File: src/rtl/gate_bl_pkg.sv
// Shared types and the per-bit gate function for the gate_bl_pipe block.
// The function works on a single bit position so the top can replicate it
// across any operand WIDTH without a width-fixed package function.
package gate_bl_pkg;

  localparam int FN_W = 3;

  typedef enum logic [FN_W-1:0] {
    FN_AND     = 3'b000,
    FN_OR      = 3'b001,
    FN_NOTB    = 3'b010,
    FN_NAND    = 3'b011,
    FN_NOR     = 3'b100,
    FN_XOR     = 3'b101,
    FN_XNOR    = 3'b110,
    FN_ILLEGAL = 3'b111
  } fn_e;

  // Returns {err, y} for one bit position; the illegal code yields y=0, err=1.
  function automatic logic [1:0] gate_eval(input logic [FN_W-1:0] fn,
                                           input logic a,
                                           input logic b);
    logic y;
    logic err;
    y   = 1'b0;
    err = 1'b0;
    case (fn_e'(fn))
      FN_AND:     y = a & b;
      FN_OR:      y = a | b;
      FN_NOTB:    y = ~b;
      FN_NAND:    y = ~(a & b);
      FN_NOR:     y = ~(a | b);
      FN_XOR:     y = a ^ b;
      FN_XNOR:    y = ~(a ^ b);
      FN_ILLEGAL: err = 1'b1;
      default:    err = 1'b1;
    endcase
    return {err, y};
  endfunction

endpackage

File: src/rtl/gate_bl_buf2.sv
// Generic 2-entry valid/ready FIFO. in_ready depends only on the occupancy
// register, so there is no combinational path from out_ready to in_ready.
// out_data shows the head entry and is forced to zero when empty.
module gate_bl_buf2 #(
  parameter int DW = 9
) (
  input  logic          clk,
  input  logic          rst,
  input  logic          in_valid,
  output logic          in_ready,
  input  logic [DW-1:0] in_data,
  output logic          out_valid,
  input  logic          out_ready,
  output logic [DW-1:0] out_data
);

  logic [DW-1:0] mem_q [2];
  logic [DW-1:0] mem_d [2];
  logic          wr_ptr_q, wr_ptr_d;
  logic          rd_ptr_q, rd_ptr_d;
  logic [1:0]    cnt_q, cnt_d;
  logic          push;
  logic          pop;

  assign in_ready  = (cnt_q != 2'd2);
  assign out_valid = (cnt_q != 2'd0);
  assign out_data  = out_valid ? mem_q[rd_ptr_q] : '0;
  assign push      = in_valid && in_ready;
  assign pop       = out_valid && out_ready;

  // Next-state: advance pointers on push/pop, track occupancy, write tail slot.
  always_comb begin
    wr_ptr_d = wr_ptr_q ^ push;
    rd_ptr_d = rd_ptr_q ^ pop;
    cnt_d    = cnt_q;
    case ({push, pop})
      2'b10:   cnt_d = cnt_q + 2'd1;
      2'b01:   cnt_d = cnt_q - 2'd1;
      default: cnt_d = cnt_q;
    endcase
    for (int i = 0; i < 2; i++) begin
      mem_d[i] = (push && (wr_ptr_q == 1'(i))) ? in_data : mem_q[i];
    end
  end

  // State registers; storage needs no reset because the output is gated by cnt.
  always_ff @(posedge clk) begin
    mem_q <= mem_d;
    if (rst) begin
      wr_ptr_q <= 1'b0;
      rd_ptr_q <= 1'b0;
      cnt_q    <= 2'd0;
    end else begin
      wr_ptr_q <= wr_ptr_d;
      rd_ptr_q <= rd_ptr_d;
      cnt_q    <= cnt_d;
    end
  end

endmodule

File: src/rtl/gate_bl_pipe.sv
// Handshaked bitwise gate unit: evaluates fn(a,b) on the push path and holds
// results in a 2-entry FIFO so backpressure in either direction loses nothing.
// Optional feature macro: OP_COUNT_EN adds the op_count port (accepted-op
// counter, CNT_W bits, wraps). Without it CNT_W is unused.
module gate_bl_pipe
  import gate_bl_pkg::*;
#(
  parameter int WIDTH = 8,
  parameter int CNT_W = 16
) (
  input  logic             clk,
  input  logic             rst,
  input  logic             in_valid,
  output logic             in_ready,
  input  logic [WIDTH-1:0] a,
  input  logic [WIDTH-1:0] b,
  input  logic [FN_W-1:0]  fn,
  output logic             out_valid,
  input  logic             out_ready,
  output logic [WIDTH-1:0] y,
  output logic             err
`ifdef OP_COUNT_EN
  ,
  output logic [CNT_W-1:0] op_count
`endif
);

  logic [WIDTH-1:0] y_bits;
  logic [WIDTH-1:0] err_bits;
  logic [WIDTH:0]   push_data;
  logic [WIDTH:0]   head_data;
  logic             push;

  // Replicate the single-bit gate across the operand width.
  for (genvar gi = 0; gi < WIDTH; gi++) begin : g_bit
    logic [1:0] res;
    assign res          = gate_eval(fn, a[gi], b[gi]);
    assign err_bits[gi] = res[1];
    assign y_bits[gi]   = res[0];
  end

  assign push_data = {|err_bits, y_bits};
  assign push      = in_valid && in_ready;

  gate_bl_buf2 #(
    .DW(WIDTH + 1)
  ) u_buf (
    .clk       (clk),
    .rst       (rst),
    .in_valid  (in_valid),
    .in_ready  (in_ready),
    .in_data   (push_data),
    .out_valid (out_valid),
    .out_ready (out_ready),
    .out_data  (head_data)
  );

  assign err = head_data[WIDTH];
  assign y   = head_data[WIDTH-1:0];

`ifdef OP_COUNT_EN
  logic [CNT_W-1:0] op_count_q, op_count_d;

  // Count every accepted transfer, illegal fn included; wraps naturally.
  always_comb begin
    op_count_d = push ? op_count_q + CNT_W'(1) : op_count_q;
  end

  // Counter register, cleared by reset.
  always_ff @(posedge clk) begin
    if (rst) begin
      op_count_q <= '0;
    end else begin
      op_count_q <= op_count_d;
    end
  end

  assign op_count = op_count_q;
`else
  logic unused_cnt_w;
  logic unused_push;
  assign unused_cnt_w = (CNT_W > 0);
  assign unused_push  = push;
`endif

endmodule

File: config.mk
export PLATFORM = sky130hd
export DESIGN_NAME = gate_bl_pipe
export DESIGN_NICKNAME = d
export VERILOG_FILES = /design/src/rtl/gate_bl_pkg.sv /design/src/rtl/gate_bl_buf2.sv /design/src/rtl/gate_bl_pipe.sv
export SDC_FILE = /design/constraint.sdc
export NUM_CORES = 1
export LEC_CHECK = 0
export ABC_AREA = 1
export CELL_PAD_IN_SITES_DETAIL_PLACEMENT = 1
export CELL_PAD_IN_SITES_GLOBAL_PLACEMENT = 1
export CORE_UTILIZATION = 34
export CTS_CLUSTER_DIAMETER = 200
export DETAILED_ROUTE_END_ITERATION = 7
export PLACE_DENSITY = 0.78
export SETUP_SLACK_MARGIN = 0.4
export SLEW_MARGIN = 15
export SYNTH_ARGS = -nofsm -noshare
export SYNTH_HDL_FRONTEND = slang
export SYNTH_SLANG_ARGS = --single-unit
File: constraint.sdc
create_clock -name clk -period 1.26 [get_ports clk]
set_input_delay 0.252 -clock clk [delete_from_list [all_inputs] [get_ports clk]]
set_output_delay 0.252 -clock clk [all_outputs]
set_load 0.01 [all_outputs]
==> reports/results.ini, run 1 <==
[clock_tree]
cts_tree=done
clockBufferDepth=2
clock_latency_ns=0.27
cts.sinks=22
root_buffer=clkbuf_8
htree_levels=1
clk_pin_slew_ns=0.09
cts_buffers=3

[setup_path]
crit_required_ns=1.43
path_class=reg2reg
rr_endpoint=u_buf.cnt_q[1]$_SDFFE_PP0P_
arrival_ns=1.69
reg2reg_from=u_buf.cnt_q[0]$_SDFFE_PP0P_
ff2ff_path_depth=8
crit_fanout=4
critPathLaunchType=flip-flop
crit_path_end_kind=flip-flop
reg2reg_slack_ns=-0.26

[synthesis]
synth-compound-area-share_pct=5.166
syn_inst=245
netlist_area_mm2=0.001768
synth_top_cell_area_share_pct=30.57
synth_top_cells_by_count=nand2_1 (66), inv_1 (42), nand3_1 (29), nor2_1 (26), ha_1 (19)
synth-seq-area-share_pct=35.10
avgSynthCellArea_um2=7.216
ys_warn_count=0
synth_mux_area_share_pct=0
synth_edf_count=18
yosys.area.top_type=edfxtp_1
ys_types=23
synth-seq-cells=22
async_flop_share_pct=0
synth_most_common_cell=nand2_1
netlist_top_cells_area=edfxtp_1 (31%), nand2_1 (14%), ha_1 (13%), inv_1 (8.9%), nand3_1 (8.2%)
synth-simple-area-share_pct=33.69
synth.net_count=287
synthFlopType=edfxtp_1
synth_xor_area_share_pct=0
synth_top_family_by_area=simple AND/OR/NAND/NOR gates
synth_fa_ha_area_share_pct=13.45

[drt]
wl_um=8759
drc=0
drt-wirelength-per-cell_um=22.52
num_vias=2136
initialDrtViolationCount=160
first_pass_iters=4
drt.antenna.violating_nets=0
routed_via_density=5.491

[timing]
fin_skew_ns=0.002631
maxSlewHeadroom_pct=81.16
finalSetupViolations=32
fin_hold_ws_ns=0.4373
period_share_pct=120.8
fin_ws_ns=-0.2623
tns_ns=-5.264
fmax_mhz=656.9
rsz0062_at_grt=yes
finalHoldViolCount=0
final_max_slew_viol_count=0
period_needed_ns=1.522
tightest_slew_ns=0.2826

[cells_and_area]
finish.cell_count_without_fillers=389
nets=365
diodes=0
fin_area_mm2=0.003253
drive_above_1_share_pct=60.25
syn_to_final_growth_pct=84.01
fillerInstances=529

[pwr]
p_leak_nw=1.466
share_comb_of_total_power_pct=59.6
seq_power_share_pct=26.5
p_sw_share_pct=39.55
peakVddDrop_uv=532.0
clock_power_share_pct=13.9
p_sw_mw=1.554
p_int_mw=2.375
power.density_mw_per_mm2=1208

[grt]
grt_first_pass_wirelength_um=10560
grt_max_degree=21
grt_overflow=0
globalRouteTotalUtil_pct=25.72
antenna_found_initial=0
first_global_vias=2224

[min_path]
whs_path_depth=3
hold_path_end=u_buf.mem_q[17]$_DFFE_PP_
hp-start=fn[2]
min_path_type=in2reg

[floorplanning]
fp.dieArea_mm2=0.005492
core_area_mm2=0.004848
fp.dieW_um=74.11
fp.dieH_um=74.11
initial_utilization_pct=36.46
ioPinCount=34
rows=25

[placement]
dp_cells=362
dpl-instance-area_mm2=0.002690
dp_hpwl_um=4108
pre_cts_slack_ns=-0.5075
port_buffers=33
place_congestion=0.7468

[flow_run]
drv_cap=0

[outcome]
violations=negative setup slack
status=finished, violations left

## metal layers
layer,up-vias,global-route usage [%],routed length (um)
met5,-,0,0
met4,0,10.26,424
met3,33,3.117,392
met2,105,51.21,4739
met1,1059,26.94,3204
li1,939,-,-
## critical path, stage by stage (launching register included)
cell,delay [ns]
dfxtp_4,0.36
nor2_4,0.17
clkbuf_16,0.17
buf_6,0.10
nor2_4,0.04
ha_4,0.27
inv_4,0.05
a31oi_4,0.19
nor2_2,0.07
## stage by stage
step                      power [mW]  util, %
after CTS                      3.363    61.81
after floorplan                1.954        -
final                          3.929    67.10
after detailed placement       2.620    55.48
after global routing           4.050    67.10
after global placement         2.536    55.48
## sequential cells by signal (all words and copies together) (netlist names)
| name | cells |
|---|---|
| u_buf.wr_ptr_q | 1 |
| u_buf.cnt_q | 2 |
| u_buf.mem_q | 18 |
| u_buf.rd_ptr_q | 1 |
## power by group through the flow
stage          Clock, mW  Combinational, mW  Sequential [mW]
2_1_floorplan          0              0.929             1.03
3_3_place_gp           0               1.52             1.02
3_5_place_dp           0               1.59             1.03
4_1_cts            0.497               1.84             1.02
5_1_grt            0.563               2.44             1.04
6_report           0.544               2.34             1.04
## worst max path at each step
| stage | start | end | slack, ns | cells past startpoint |
|---|---|---|---|---|
| after floorplan | u_buf.cnt_q[0]$_SDFFE_PP0P_ | u_buf.mem_q[0]$_DFFE_PP_ | 0.15 | 5 |
| after global placement | b[7] | u_buf.mem_q[16]$_DFFE_PP_ | -0.45 | 8 |
| after detailed placement | b[6] | u_buf.mem_q[15]$_DFFE_PP_ | -0.51 | 7 |
| after CTS | u_buf.cnt_q[1]$_SDFFE_PP0P_ | u_buf.cnt_q[1]$_SDFFE_PP0P_ | -0.18 | 8 |
| after global routing | u_buf.cnt_q[0]$_SDFFE_PP0P_ | u_buf.cnt_q[0]$_SDFFE_PP0P_ | -0.30 | 8 |
| final | u_buf.cnt_q[0]$_SDFFE_PP0P_ | u_buf.cnt_q[1]$_SDFFE_PP0P_ | -0.26 | 8 |
## placed cells by master (no fill, tap or decap), types with 4 or more instances in the layout
cell,instances
buf_6,22
nand3_2,11
nor2_4,10
buf_8,7
buf_2,15
nand3_1,18
clkbuf_8,4
buf_12,7
a21oi_4,6
buf_4,24
nand4_1,5
ha_4,11
ha_1,8
inv_4,5
nor2_2,8
inv_8,6
nor2_1,11
inv_2,20
edfxtp_1,18
nand2_2,15
nand2_1,48
inv_1,12
a21oi_2,7
## what timing repair did
item / 4_1_cts / 5_1_grt
endpoints found under the setup margin: 51 / 49
hold endpoints to repair: 0 / 0
cloned: 3 / 0
gates resized for setup: 188 / 52
pin swaps: 35 / 31
hold buffers: 0 / 0
buffers inserted: 11 / 9
## kinds of logic (layout without fill, tap and decap cells)
kind of cell	Yosys count	after routing
AND/OR/NAND/NOR	133	134
AO/OA/AOI/OAI	18	18
flip-flops	22	22
adder cells (fa/ha/maj)	19	19
buffers and inverters	53	129
## final cells by class
cell class / instances / area (um^2) / area share (%)
clock buffer: 4 / 55.05 / 1.692
multi-input combinational: 171 / 1403 / 43.12
timing repair buffer: 80 / 835.8 / 25.69
sequential: 22 / 631.9 / 19.42
tap: 67 / 83.83 / 2.577
inverter: 45 / 244.0 / 7.500
No activity file was read; power rests on OpenSTA's default activity.
==> inputs of run 2 (changes only) <==
- CORE_UTILIZATION: 34 -> 35
- PLACE_DENSITY: 0.78 -> 0.85
- clock period: 1.26 -> 1.6 ns (I/O delays scaled with it)
==> run 2 against run 1 <==
  * The run now ends clean
  * Sequential power decreased by 23%
  * Combinational power shrank 37%
  * Critical endpoint is now y[3]
  * Utilization is 7.2 points lower
==> reports/results.ini, run 2 (same netlist as run 1, synthesis figures left out) <==
[floorplanning]
fp.dieArea_mm2=0.005339  ; was 0.005492 mm^2
core_area_mm2=0.004786  ; was 0.004848 mm^2
ioPinCount=34  ; unchanged
initial_utilization_pct=36.94  ; was 36.46%
rows=25  ; unchanged
fp.dieW_um=73.07  ; was 74.11 um
fp.dieH_um=73.07  ; was 74.11 um

[grt]
grt_max_degree=20  ; was 21
globalRouteTotalUtil_pct=25.12  ; was 25.72%
grt_first_pass_wirelength_um=10060  ; was 10,560 um
first_global_vias=2047  ; was 2,224
grt_overflow=0  ; unchanged
antenna_found_initial=0  ; unchanged

[setup_path]
crit_required_ns=1.28  ; was 1.43 ns
critPathLaunchType=flip-flop  ; unchanged
arrival_ns=1.18  ; was 1.69 ns
cpMaxStageDelayCell=dfxtp_4  ; unchanged
crit_chain=nor2_4 -> buf_6 -> buf_8 -> a21oi_4 -> buf_6  ; was nor2_4 -> clkbuf_16 -> buf_6 -> nor2_4 -> ha_4 -> inv_4 -> a31oi_4 -> nor2_2
rr_endpoint=u_buf.cnt_q[1]$_SDFFE_PP0P_  ; unchanged
reg2reg_from=u_buf.cnt_q[1]$_SDFFE_PP0P_  ; was u_buf.cnt_q[0]$_SDFFE_PP0P_
ff2ff_path_depth=8  ; unchanged
crit_fanout=4  ; unchanged
reg2reg_slack_ns=0.13  ; was -0.26 ns
cpPeakStageDelay_ns=0.37  ; was 0.36 ns
crit_path_end_kind=output pin  ; was flip-flop
path_class=reg2out  ; was reg2reg
cpMostUsedCell=buf_6  ; was nor2_4

[pwr]
p_total_mw=2.636  ; was 3.929 mW
p_leak_nw=1.372  ; was 1.466 nW
peakVddDrop_uv=416.2  ; was 532.0 uV
power.density_mw_per_mm2=919.5  ; was 1208 mW/mm^2

[cells_and_area]
largest_reg_flops=18  ; unchanged
largestRegisters=u_buf.mem_q (18), u_buf.cnt_q (2)  ; unchanged
final_util_pct=59.90  ; was 67.10%
finish.cell_count_without_fillers=388  ; was 389
fin_area_mm2=0.002867  ; was 0.003253 mm^2
diodes=0  ; unchanged
nets=364  ; was 365
layout_commonest_cell=nand2_1  ; unchanged
regMostFlops=u_buf.mem_q  ; unchanged
drive_above_1_share_pct=46.73  ; was 60.25%
layout_common_cells=nand2_1 (58), buf_4 (29), nand3_1 (25)  ; was nand2_1 (48), buf_4 (24), buf_6 (22)
syn_to_final_growth_pct=62.14  ; was 84.01%
fillerInstances=581  ; was 529

[timing]
rsz0062_at_grt=yes  ; unchanged
tightest_slew_ns=0.2854  ; was 0.2826 ns
period_share_pct=93.81
finalHoldViolCount=0  ; unchanged
tns_ns=0  ; was -5.264 ns
finalSetupViolations=0  ; was 32
fin_skew_ns=0.005411  ; was 0.002631 ns
fmax_mhz=666.3
fin_hold_ws_ns=0.6209  ; was 0.4373 ns
maxSlewHeadroom_pct=80.83  ; was 81.16%
fin_ws_ns=0.09907  ; was -0.2623 ns
final_max_slew_viol_count=0  ; unchanged
period_needed_ns=1.501

[drt]
drt.antenna.violating_nets=0  ; unchanged
num_vias=1887  ; was 2,136
routed_via_density=4.863  ; was 5.491
wl_um=6635  ; was 8759 um
drc=0  ; unchanged
first_pass_iters=4  ; unchanged
drt-wirelength-per-cell_um=17.10  ; was 22.52 um
initialDrtViolationCount=46  ; was 160

[clock_tree]
clock_latency_ns=0.26  ; was 0.27 ns
htree_levels=1  ; unchanged
clockBufferDepth=2  ; unchanged
cts.sinks=22  ; unchanged
hold_buffers=0  ; unchanged
cts_tree=done  ; unchanged
root_buffer=clkbuf_8  ; unchanged
clk_pin_slew_ns=0.07  ; was 0.09 ns
cts_buffers=3  ; unchanged

[min_path]
hold_path_end=u_buf.wr_ptr_q$_SDFF_PP0_  ; was u_buf.mem_q[17]$_DFFE_PP_
min_path_type=in2reg  ; unchanged
hp-start=rst  ; was fn[2]
whs_path_depth=2  ; was 3

[placement]
dpl-instance-area_mm2=0.002387  ; was 0.002690 mm^2
port_buffers=33  ; unchanged
place_congestion=0.7879  ; was 0.7468
dp_hpwl_um=3978  ; was 4108 um
pre_cts_slack_ns=-0.3111  ; was -0.5075 ns
dp_cells=364  ; was 362

[flow_run]
drv_cap=0  ; unchanged

[outcome]
status=finished clean  ; was finished, violations left

==> run 2: layout make-up <==
class                      count  area (um^2)  area share, %
clock buffer                   4        45.04          1.571
inverter                      45        183.9          6.416
multi-input combinational    171         1226          42.78
sequential                    22        629.4          21.96
tap                           67        83.83          2.924
timing repair buffer          79        698.2          24.36
==> run 2: critical path: cells and delay by family (launching register included) <==
kind                   cells  cell delay (ns)
flip-flops                 1             0.37
buffers and inverters      3             0.37
AO/OA/AOI/OAI              1             0.13
AND/OR/NAND/NOR            1             0.05
==> run 2: worst max path at each step <==
stage / slack (ns) / end / start
floorplan: 0.40 / y[7] / u_buf.rd_ptr_q$_SDFF_PP0_
global placement: -0.25 / u_buf.mem_q[0]$_DFFE_PP_ / fn[0]
detailed placement: -0.31 / u_buf.mem_q[15]$_DFFE_PP_ / fn[0]
CTS: 0.13 / y[5] / u_buf.cnt_q[1]$_SDFFE_PP0P_
global route: 0.07 / y[3] / u_buf.cnt_q[1]$_SDFFE_PP0P_
finish: 0.1 / y[3] / u_buf.cnt_q[1]$_SDFFE_PP0P_
==> run 2: metal layers <==
metal  share of wire, %  track usage, %  wire, um  vias to the layer above
met4                1.9           9.150       123                        0
met1                 38           27.44      2489                      896
li1                   -               -         -                      934
met2                 59           49.49      3905                       47
met3                1.8           2.210       117                       10
met5                  0               0         0                        -
==> run 2: power breakdown <==
group	switching, mW	internal, mW	total, mW
clock network	0.177	0.178	0.355
logic	0.773	0.704	1.48
registers	0.0571	0.748	0.805
==> run 2: what timing repair did <==
item,4_1_cts,5_1_grt
gates cloned,1,0
gates resized for setup,152,48
endpoints found under the setup margin,49,48
setup buffers,18,1
pin swaps,20,26
==> edit (settings of run 1) <==
The option `OP_COUNT_EN` is turned on by a define.
--- a/src/rtl/gate_bl_pipe.sv
+++ b/src/rtl/gate_bl_pipe.sv
@@ -2,6 +2,8 @@
 // results in a 2-entry FIFO so backpressure in either direction loses nothing.
 // Optional feature macro: OP_COUNT_EN adds the op_count port (accepted-op
 // counter, CNT_W bits, wraps). Without it CNT_W is unused.
+`define OP_COUNT_EN
+
 module gate_bl_pipe
   import gate_bl_pkg::*;
 #(
Behaviour (old outputs only; new: op_count): unchanged (Yosys induction, for registers that start in step).
==> edit against run 1 <==
- synthesized area up 36%
- first-iteration DRC count down 28%
- cell area up 34%
- non-clock buffer count up 35
- sequential cell count up 16
- via count up 29%
- the flow still finishes with violations (setup timing)
- setup slack better by 26 ps
- maximum frequency up 1.7%
- wire length up 19%
- total power up 16%
==> edit: results (changes against run 1) <==
Worst vdd ir - 0.553 mV (+4.0%)
Synthesized instance count - 325 (+33%)
Reg2reg setup slack - -210 ps (+50 ps)
Crit path max-delay cell type - dfxtp_4
Min Hold Slack - 455 ps (+17.5 ps)
Post-route setup TNS - -6040 ps (-777 ps)
Setup violators final - 47 (+47%)
Synth top cells by count - nand2_1, inv_1, nor2_1, a21oi_1, o21ai_0
PnR worst setup slack - -237 ps (+25.6 ps)
Share of cells above drive strength 1 - 0.592 (-0.0101)
DP HPWL - 5.79 mm (+41%)
Dpl ws - -573 ps (-65.6 ps)
Wire per inst - 19.3 µm (-14%)
Worst-path maximum fanout - 5 (+1)
Dpl cells - 501 (+38%)
GPL Wtd Cong - 0.768 (+2.8%)
Hold path start - b[1]
Main synth FF type - dfxtp_1
Sequential area share after synthesis - 0.392 (+0.0415)
Initial DRC count - 116 (-28%)
WL final - 10.4 mm (+19%)
Syn nets - 368 (+28%)
Clk Latency, worst-skew pair - 310 ps (+40 ps)
Via/cell ratio - 5.12 (-6.8%)
Nets - 486 (+33%)
Global Route Usage Sum - 0.243 (-0.0144)
Ranking of synthesized cells by area - edfxtp_1, dfxtp_1, ha_1
Hold path depth - 4 (+1)
TritonCTS buffer count - 5 (+2)
CTS H-tree lvls - 2 (+1)
Clk_skew - 17.1 ps (+14.5 ps)
Placed Instance Area - 0.00359 mm² (+34%)
Run status - finished, violations left
Number of global-route vias before repair - 2730 (+23%)
Slowest stage delay, CP - 400 ps (+40 ps)
Launch point of the worst reg-to-reg path - u_buf.cnt_q[1]$_SDFFE_PP0P_
I/O Buffers - 49 (+48%)
Largest net degree at the start of global routing - 13 (-38%)
Global-route wire length before repair - 13.8 mm (+31%)
Yosys cell types - 24 (+4.3%)
Failing checks - setup timing
Hold Path End - u_buf.mem_q[10]$_DFFE_PP_
[edit: cell types whose count changed after synthesis, moves of 3 or more]
cell     before  now
o21ai_0       2   25
o22ai_1       0    8
buf_4         3    0
nor3_1        1    4
nand3_1      29   23
dfxtp_1       4   20
nor2_1       26   31
inv_1        42   63
a21oi_1      15   25
[edit: metal layers]
metal	vias up	global-route usage	wire length, µm
met2	59	0.444	5570
met4	0	0.0758	192
met3	17	0.0366	261
met5	-	0	0
li1	1305	-	-
met1	1383	0.290	4400
[edit: cells by family after synthesis]
group / count (synthesis) / synth area share
DFF: 38 / 0.392
AOI/OAI and AO/OA: 60 / 0.136
and+or+nand+nor: 139 / 0.259
adders and majority gates: 20 / 0.104
buffers and inverters: 68 / 0.108
[edit: report_power, final]
group	internal, mW	total [mW]	switching [mW]
logic	0.983	2.10	1.12
clock network	0.385	0.873	0.488
registers	1.46	1.59	0.123
total	2.83	4.56	1.73
[edit: worst max-delay path by stage]
stage | end | slack (ps) | depth (start not counted)
2_1_floorplan | u_buf.cnt_q[1]$_SDFFE_PP0P_ | -110 | 8
3_3_place_gp | u_buf.mem_q[15]$_DFFE_PP_ | -460 | 7
3_5_place_dp | u_buf.mem_q[10]$_DFFE_PP_ | -570 | 5
4_1_cts | y[1] | -150 | 4
5_1_grt | u_buf.cnt_q[1]$_SDFFE_PP0P_ | -280 | 8
6_report | y[1] | -240 | 4
[edit: what timing repair did]
item	CTS	global route
hold endpoints to repair	0	0
buffers inserted	18	12
endpoints found under the setup margin	83	81
hold buffers	0	0
cloned	1	0
gates resized for setup	319	62
pin swaps	36	35
[edit: final cells by class]
type,instances,area [µm²]
fillers,772,2430
inverters,64,355
clock inverters,2,10.0
flip-flops and latches,38,992
multi-input cells,219,1760
clock buffers,6,72.6
repair buffers,115,1050
well taps,96,120
